==> src/rtl/axis_packet_arbiter.sv <==
// Round-robin, packet-atomic arbiter sharing one AXI-Stream output between
// REQ_NUMBER upstream requesters; grant taken on a header flit, held to TLAST.

module axis_pa_lane #(
    parameter int ID_WIDTH  = 4,
    parameter int HEADER_ID = 0
) (
    input  logic                tvalid,
    input  logic [ID_WIDTH-1:0] tid,
    output logic                elig,
    output logic                orphan
);
    logic is_hdr;

    assign is_hdr = (tid == ID_WIDTH'(HEADER_ID));
    assign elig   = tvalid && is_hdr;
    assign orphan = tvalid && !is_hdr;
endmodule

module axis_packet_arbiter #(
    parameter int REQ_NUMBER       = 5,
    parameter int REQ_NUMBER_WIDTH = $clog2(REQ_NUMBER),
    parameter int DATA_WIDTH       = 32,
    parameter int ID_WIDTH         = 4,
    parameter int HEADER_ID        = 0
) (
    input  logic                               clk,
    input  logic                               rst,
    input  logic [REQ_NUMBER-1:0]              in_tvalid,
    output logic [REQ_NUMBER-1:0]              in_tready,
    input  logic [REQ_NUMBER*DATA_WIDTH-1:0]   in_tdata,
    input  logic [REQ_NUMBER*ID_WIDTH-1:0]     in_tid,
    input  logic [REQ_NUMBER-1:0]              in_tlast,
    output logic                               out_tvalid,
    input  logic                               out_tready,
    output logic [DATA_WIDTH-1:0]              out_tdata,
    output logic [ID_WIDTH-1:0]                out_tid,
    output logic                               out_tlast,
    output logic                               grant_valid,
    output logic [REQ_NUMBER_WIDTH-1:0]        grant_idx,
    output logic                               pkt_done,
    output logic                               orphan_err
);
    localparam int PW = REQ_NUMBER_WIDTH + 1;

    typedef enum logic {IDLE, LOCKED} state_t;

    state_t                                state, state_nxt;
    logic [REQ_NUMBER-1:0][DATA_WIDTH-1:0] data_arr;
    logic [REQ_NUMBER-1:0][ID_WIDTH-1:0]   id_arr;
    logic [REQ_NUMBER-1:0]                 elig, orphan;
    logic [REQ_NUMBER_WIDTH-1:0]           rr_ptr, pick_idx;
    logic [PW-1:0]                         cand;
    logic                                  pick_found, done;

    assign data_arr = in_tdata;
    assign id_arr   = in_tid;

    for (genvar g = 0; g < REQ_NUMBER; g++) begin : g_lane
        axis_pa_lane #(.ID_WIDTH(ID_WIDTH), .HEADER_ID(HEADER_ID)) u_lane (
            .tvalid (in_tvalid[g]),
            .tid    (id_arr[g]),
            .elig   (elig[g]),
            .orphan (orphan[g])
        );
    end

    // Scan rr_ptr, rr_ptr+1, ... with an explicit wrap so non-power-of-2 counts work.
    always_comb begin
        pick_found = 1'b0;
        pick_idx   = '0;
        cand       = '0;
        for (int k = 0; k < REQ_NUMBER; k++) begin
            cand = {1'b0, rr_ptr} + PW'(k);
            if (cand >= PW'(REQ_NUMBER))
                cand = cand - PW'(REQ_NUMBER);
            if (!pick_found && elig[cand[REQ_NUMBER_WIDTH-1:0]]) begin
                pick_found = 1'b1;
                pick_idx   = cand[REQ_NUMBER_WIDTH-1:0];
            end
        end
    end

    assign done = (state == LOCKED) && out_tvalid && out_tready && out_tlast;

    always_ff @(posedge clk) begin
        if (rst) state <= IDLE;
        else     state <= state_nxt;
    end

    always_comb begin
        state_nxt = state;
        case (state)
            IDLE:    if (pick_found) state_nxt = LOCKED;
            LOCKED:  if (done)       state_nxt = IDLE;
            default: state_nxt = IDLE;
        endcase
    end

    always_comb begin
        out_tvalid = 1'b0;
        out_tdata  = '0;
        out_tid    = '0;
        out_tlast  = 1'b0;
        in_tready  = '0;
        if (state == LOCKED) begin
            out_tvalid           = in_tvalid[grant_idx];
            out_tdata            = data_arr[grant_idx];
            out_tid              = id_arr[grant_idx];
            out_tlast            = in_tlast[grant_idx];
            in_tready[grant_idx] = out_tready;
        end
    end

    always_ff @(posedge clk) begin
        if (rst) begin
            rr_ptr      <= '0;
            grant_idx   <= '0;
            grant_valid <= 1'b0;
            pkt_done    <= 1'b0;
            orphan_err  <= 1'b0;
        end else begin
            pkt_done <= done;
            if (state == IDLE && |orphan)
                orphan_err <= 1'b1;
            if (state == IDLE && pick_found) begin
                grant_idx   <= pick_idx;
                grant_valid <= 1'b1;
            end else if (done) begin
                grant_valid <= 1'b0;
                rr_ptr      <= (grant_idx == REQ_NUMBER_WIDTH'(REQ_NUMBER - 1)) ? '0
                                                                              : grant_idx + 1'b1;
            end
        end
    end
endmodule

==> config.mk <==
export PLATFORM = sky130hd
export DESIGN_NAME = axis_packet_arbiter
export DESIGN_NICKNAME = d
export VERILOG_FILES = /design/src/rtl/axis_packet_arbiter.sv
export SDC_FILE = /design/constraint.sdc
export NUM_CORES = 1
export LEC_CHECK = 0
export BUFFER_PORTS_ARGS = -buffer_cell sky130_fd_sc_hd__buf_2
export CAP_MARGIN = 20
export CORE_AREA = 2 2 94 96
export CTS_BUF_LIST = sky130_fd_sc_hd__clkbuf_8
export CTS_CLUSTER_DIAMETER = 60
export DETAILED_ROUTE_END_ITERATION = 6
export DIE_AREA = 0 0 96 98
export PLACE_DENSITY = 0.73
export REMOVE_ABC_BUFFERS = 1
export SKIP_LAST_GASP = 1
export SLEW_MARGIN = 5
export SYNTH_ARGS = -nofsm -noshare
export SYNTH_HDL_FRONTEND = slang
export SYNTH_SLANG_ARGS = --single-unit
==> constraint.sdc <==
create_clock -name clk -period 8.4 [get_ports clk]
set_input_delay 0.84 -clock clk [delete_from_list [all_inputs] [get_ports clk]]
set_output_delay 0.84 -clock clk [all_outputs]
set_load 0.01 [all_outputs]
==> results of run 1 <==
==> cells by family after synthesis <==
family                   after synthesis  synth area share [%]
AO/OA/AOI/OAI                        162                  39.5
XOR/XNOR                               5                  1.53
adder cells (fa/ha/maj)               11                  5.07
buffers and inverters                 48                  7.03
flip-flops                            10                  6.99
multiplexers                          47                  17.9
AND/OR/NAND/NOR                      125                  21.9
==> layer usage <==
layer	up-vias	wire, um	part of all wire [%]
li1	1978	-	-
met1	1917	6340	44
met2	230	6060	42
met3	20	1740	12
met4	0	239	1.7
met5	-	0	0
==> Yosys cell counts (all sizes together), types with 3 or more instances <==
| library cell | count |
|---|---|
| a22oi | 36 |
| nor2 | 50 |
| o22ai | 3 |
| o21a | 3 |
| inv | 14 |
| mux4 | 3 |
| nor2b | 8 |
| and2 | 4 |
| mux2i | 43 |
| a211oi | 4 |
| a21oi | 44 |
| nor3 | 10 |
| buf | 11 |
| nor4 | 7 |
| clkbuf | 22 |
| nand3 | 5 |
| nand4 | 3 |
| nor3b | 3 |
| nand2b | 5 |
| a31oi | 4 |
| a21boi | 36 |
| nand2 | 16 |
| dfxtp | 10 |
| o21ai | 5 |
| xnor2 | 3 |
| or2 | 3 |
| ha | 10 |
==> registers in the layout, summed over array words and instances (netlist names) <==
signal,flops
grant_valid,1
rr_ptr,3
grant_idx,3
pkt_done,1
state,1
orphan_err,1
==> power groups by stage <==
stage / registers, W / clock network (W) / logic, W
2_1_floorplan: 0.0000680 / 0 / 0.000140
3_3_place_gp: 0.0000641 / 0 / 0.000267
3_5_place_dp: 0.0000645 / 0 / 0.000270
4_1_cts: 0.0000637 / 0.0000484 / 0.000272
5_1_grt: 0.0000650 / 0.0000500 / 0.000298
6_report: 0.0000638 / 0.0000475 / 0.000273
==> worst register-to-register path, stage by stage, from the launching register on <==
cell,delay [ns]
dfxtp_1,0.79
inv_2,0.12
ha_1,0.26
ha_1,0.41
nor2b_1,0.19
a22o_1,0.30
o21a_1,0.19
o211a_1,0.23
nor4b_1,0.74
and3_1,0.31
a211oi_1,0.08
o41ai_2,0.29
==> worst max path at each step <==
| stage | startpoint | to | slack (ns) | cells after the start |
|---|---|---|---|---|
| finish | rr_ptr[0] | grant_idx[2] | 4.38 | 11 |
| global route | grant_idx[0] | out_tlast | 4.19 | 9 |
| CTS | grant_idx[0] | out_tlast | 4.41 | 9 |
| detailed placement | rr_ptr[0] | grant_idx[2] | 4.50 | 11 |
| global placement | rr_ptr[0] | grant_idx[2] | 4.67 | 11 |
| floorplan | grant_idx[0] | out_tdata[0] | 2.67 | 4 |
==> per-stage QoR <==
step	area [um2]	std cells
after detailed placement	4120	730
after floorplan	2720	375
after CTS	4160	733
after global placement	4120	730
final	4160	734
after global routing	4160	734
==> cell type report <==
type,instances,area [um2],area share [%]
Multi-Input combinational cell,350,2470,59.4
Sequential cell,10,201,4.84
Timing Repair Buffer,247,1250,30.1
Tap cell,108,135,3.25
Clock buffer,3,41.3,0.992
Inverter,15,56.3,1.35
Antenna cell,1,2.50,0.0602
==> impl_results.md, run 1 <==
- Iter 0 DRT Violations: about 340
- Layout Area Growth over Synthesis: 45.3%
- Postcts setup bufs: 0
- Initial antenna violation count: 1
- Synth top area cells: mux2i_1 (15%), a21boi_0 (9.4%), a22oi_1 (9.4%)
- Final Hold Violating Endpoints: 0
- Worst-path maximum fanout: 20
- CTS tree: done
- Outcome: finished, final reports clean
- Total power: 0.000384 W
- Max Slew Vio Count: 0
- Max stage delay cell, worst path: dfxtp_1
- Met3 Use GR: 9.95%
- Post-DR vias/cell: 5.65
- Row count: 34
- Top FF cell, synth: dfxtp_1
- Worst rel slew slack: roughly two fifths
- Worst Path Required: 8.53 ns
- Worst r2r dst: grant_idx[2]
- Routability-driven placement congestion ratio: 1.06
- Clock Sink Count: 10
- Worst setup EP type: flop
- Power per cell area: slightly above 90 mW/mm2
- Yosys reg bits: 10
- Die width: approximately 96 um
- Root buf cell: clkbuf_8
- Routed Antenna Nets: 0
- Final Net Count: 831
- Post-DR wirelength/cell: approximately 20 um
- I/O pin count: roughly 240
- Slew @ Worst Pin: around 0.86 ns
- Mean Syn Cell Area: between 7 and 8 um2
- Yosys top cell by area: mux2i_1
- Die ar.: 0.00941 mm2
- Worst Hold Class: flop to flop
- Final Util: just under 50%
- Worst IR drop on VDD: about 41 uV
- Most used cell, CP: ha_1
- Worst setup margin: 4.38 ns
- WL final: 14400 um
- Sw Pwr: between 0.00015 and 0.0002 W
- CORE AREA: 0.00847 mm2
- R2R depth: 11
- Ys Warns: 0
- Clk buf depth: 2
- Netlist Area Pre-Place: around 0.0029 mm2
- MaxCap Viol Count: 0
- Largest net degree at the start of global routing: 47
- R2r setup slk: 4.38 ns
- # port buffers: 241
- Clock Pin Slew Worst Setup and Hold Paths: around 0.04 ns
- Clock share of power: 12.4%
- Drt drc: 0
- Initial Utilization: ~34%
- Place WS: between 4 and 5 ns
- Vias in the first global route: 3830
- Commonest non-fill, non-tap cells in the layout: buf_2 (241), nor2_1 (50), a21oi_1 (44)
- Min cycle time layout: between 4 and 5 ns
- Crit start category: flop
- Share of cells above drive strength 1: between 40% and 50%
- Skew-Pair Late Insertion Delay: roughly 0.23 ns
- Commonest non-fill, non-tap cell in the layout: buf_2
- WP data arrival: between 4 and 5 ns
- Met1 usage: between 40% and 50%
- RSZ-0062 raised after global routing: false
- Worst R2R Start: rr_ptr[0]
- Combinational power share: between 70% and 80%
- Yosys cell types: 67
- Max Freq: between 200 and 250 MHz
- Worst Setup Path Type: flop to flop
- Buffers & Inverters on Critical Path: 1
- HP Start: grant_valid
- Post-Syn Instances: between 400 and 500
- Hold path depth: 2
- First-pass detailed-route iteration total: 5
- First-pass GRT wire length: 20500 um
- CTS Buf Count: 3
- Final cycle utilization of the critical path: approximately 48%
- TNS Setup: 0 ns
- Die height: roughly 100 um
- Setup violators final: 0
- Synth async-reset ratio: 0%
- EDFF count, synth: 0
- H-tree levels: 1
- Gr busiest metal: met2
- Hold endpoint: grant_valid
- GR Overflow Total: 0
- Yosys top cell area share: between 10% and 20%
- Internal power: about 0.0002 W
- Cell family with most CP delay: simple AND/OR/NAND/NOR gates
- Max stage delay on crit path: 0.79 ns
- # hold bufs at CTS: 0
- Grt met2 use: 41.6%
- Filler cells: roughly 890
- Hold WS: about 0.46 ns
- Critical-path cell list: inv_2, ha_1, ha_1, nor2b_1, a22o_1, o21a_1, o211a_1, nor4b_1, and3_1, a211oi_1, o41ai_2
- Reg power frac: approximately 17%
- Sequential share of the synthesized area: 6.99%
- Tot GR Track Use: 28.4%
- Post-DP HPWL: 12100 um
- Resize count post-CTS: 0
- Static Leak: between 1.5 and 2 nW
- Max Clock Skew: around 0.0023 ns
- DR vias: between 4000 and 5000
- Switching Share: 47.4%
Power figures use the tool's default switching activity.
==> inputs of run 2 (changes only) <==
--- a/config.mk
+++ b/config.mk
@@ -7,12 +7,12 @@
 export LEC_CHECK = 0
 export BUFFER_PORTS_ARGS = -buffer_cell sky130_fd_sc_hd__buf_2
 export CAP_MARGIN = 20
-export CORE_AREA = 2 2 94 96
+export CORE_AREA = 2 2 93 95
 export CTS_BUF_LIST = sky130_fd_sc_hd__clkbuf_8
 export CTS_CLUSTER_DIAMETER = 60
 export DETAILED_ROUTE_END_ITERATION = 6
-export DIE_AREA = 0 0 96 98
-export PLACE_DENSITY = 0.73
+export DIE_AREA = 0 0 95 97
+export PLACE_DENSITY = 0.74
 export REMOVE_ABC_BUFFERS = 1
 export SKIP_LAST_GASP = 1
 export SLEW_MARGIN = 5
==> constraint.sdc (replaced) <==
create_clock -name clk -period 4.1 [get_ports clk]
set_input_delay 0.41 -clock clk [delete_from_list [all_inputs] [get_ports clk]]
set_output_delay 0.41 -clock clk [all_outputs]
set_load 0.01 [all_outputs]
==> impl_results.md, run 2 (synthesized netlist as in run 1, its figures left out) <==
- Hold path depth: 2
- Min cycle time layout: about 3.5 ns
- WL final: 12400 um
- Commonest non-fill, non-tap cell in the layout: buf_2
- R2r setup slk: around 0.6 ns
- CORE AREA: about 0.0081 mm2
- GR Overflow Total: 0
- CTS tree: done
- Postcts setup bufs: 0
- Post-DP HPWL: between 10000 and 15000 um
- Final cycle utilization of the critical path: a little over four fifths
- Buffers & Inverters on Critical Path: 2
- Post-DR vias/cell: 5.59
- Layout Area Growth over Synthesis: 47.3%
- Top Registers: grant_idx (3), rr_ptr (3)
- Resize count post-CTS: 0
- R2R depth: 12
- Skew-Pair Late Insertion Delay: roughly 0.24 ns
- CTS Buf Count: 3
- Commonest non-fill, non-tap cells in the layout: buf_2 (241), nor2_1 (50), a21oi_1 (44)
- Initial antenna violation count: 0
- Worst IR drop on VDD: between 100 and 150 uV
- I/O pin count: approximately 240
- Die width: roughly 95 um
- Die ar.: 0.00922 mm2
- Storage cell area: a little over 200 um2
- Clock Pin Slew Worst Setup and Hold Paths: roughly 0.050 ns
- Max Slew Vio Count: 0
- Filler cells: 826
- Iter 0 DRT Violations: 183
- Vias in the first global route: a little under 4000
- Routability-driven placement congestion ratio: between 0.9 and 1
- Critical-path cell list: inv_1, ha_1, ha_1, xor2_1, nor2_1, or4_1, a31oi_1, nor4b_1, buf_4, and3_1, a211oi_1, o41ai_2
- MaxCap Viol Count: 0
- Worst Path Required: 4.22 ns
- RSZ-0062 raised after global routing: false
- Largest net degree at the start of global routing: 43
- Outcome: finished, final reports clean
- Root buf cell: clkbuf_8
- Clk buf depth: 2
- Static Leak: approximately 2.0 nW
- H-tree levels: 1
- Worst Hold Class: flop to flop
- Row count: 33
- # hold bufs at CTS: 0
- DR vias: roughly 4100
- First-pass GRT wire length: about 19000 um
- Worst setup EP type: flop
- Worst Setup Path Type: flop to flop
- Cell family with most CP delay: simple AND/OR/NAND/NOR gates
- Final non-filler cell total: about 740
- Worst rel slew slack: between 40% and 50%
- Share of cells above drive strength 1: a little over two fifths
- Most used cell, CP: ha_1
- Hold WS: between 0.4 and 0.5 ns
- Max stage delay cell, worst path: or4_1
- Max Freq: approximately 290 MHz
- Final Hold Violating Endpoints: 0
- N_diodes: 0
- # port buffers: between 200 and 250
- Hold endpoint: grant_valid
- Slew @ Worst Pin: just under 0.9 ns
- Max Clock Skew: between 0.00015 and 0.0002 ns
- HP Start: grant_valid
- Die height: 97 um
- WP data arrival: 3.61 ns
- Clock Sink Count: 10
- Power per cell area: around 190 mW/mm2
- Crit start category: flop
- Final Net Count: approximately 840
- Post-DR wirelength/cell: 16.8 um
- Worst R2R Start: rr_ptr[1]
- Routed Antenna Nets: 0
- Max stage delay on crit path: around 0.54 ns
- Drt drc: 0
- Tot GR Track Use: about a quarter
- First-pass detailed-route iteration total: 5
- Setup violators final: 0
- Worst r2r dst: grant_idx[2]
- Worst-path maximum fanout: 9
- Initial Utilization: between 30% and 40%
- # placed instances: around 730
- Multi-input logic area: roughly 0.0025 mm2
run 2: worst max path at each step:
| stage | start | depth (start not counted) | to | slack [ns] |
|---|---|---|---|---|
| after floorplan | grant_idx[0] | 6 | state | -1.28 |
| after global placement | rr_ptr[1] | 12 | grant_idx[2] | 0.83 |
| after detailed placement | rr_ptr[1] | 10 | grant_idx[2] | 0.70 |
| after CTS | rr_ptr[1] | 10 | grant_idx[2] | 0.69 |
| after global routing | rr_ptr[1] | 10 | grant_idx[1] | 0.40 |
| final | rr_ptr[1] | 12 | grant_idx[2] | 0.62 |
run 2: final cells by class:
type / instances / share of cell area, %
multi-input cells: 350 / 58.6
well taps: 105 / 3.11
flip-flops and latches: 10 / 4.78
clock buffers: 4 / 1.31
repair buffers: 252 / 30.9
inverters: 15 / 1.33
run 2: layer usage:
metal	part of all wire [%]	wire [um]	GRT usage [%]
met1	39	4790	30.7
met2	49	6030	44.4
met3	11	1330	6.46
met4	1.8	224	6.35
met5	0	0	0
run 2: worst reg2reg max path, delay by kind of cell (launching register included):
family,cells,cell delay [ns]
compound gates,3,0.67
xor+xnor,1,0.20
fa+ha+maj,2,0.74
buf+inv,2,0.34
flops,1,0.50
simple gates,4,0.94
run 2: per-stage QoR:
stage	utilization, %	power, W	worst slack (ns)	area [um2]	setup TNS [ns]
after floorplan	-	0.000425	-1.28	2720	-50.50
after global placement	51.2	0.000667	0.830	4160	0
after detailed placement	51.2	0.000679	0.701	4160	0
after CTS	51.9	0.000808	0.691	4220	0
after global routing	51.9	0.000868	0.404	4220	0
final	51.9	0.000805	0.617	4220	0
run 2: report_power, final:
part | leakage [nW] | switching [W] | internal (W)
Clock | 0.0288 | 0.0000419 | 0.0000847
Sequential | 0.0820 | 0.0000171 | 0.000107
Combinational | 1.92 | 0.000302 | 0.000253
Total | 2.03 | 0.000361 | 0.000444
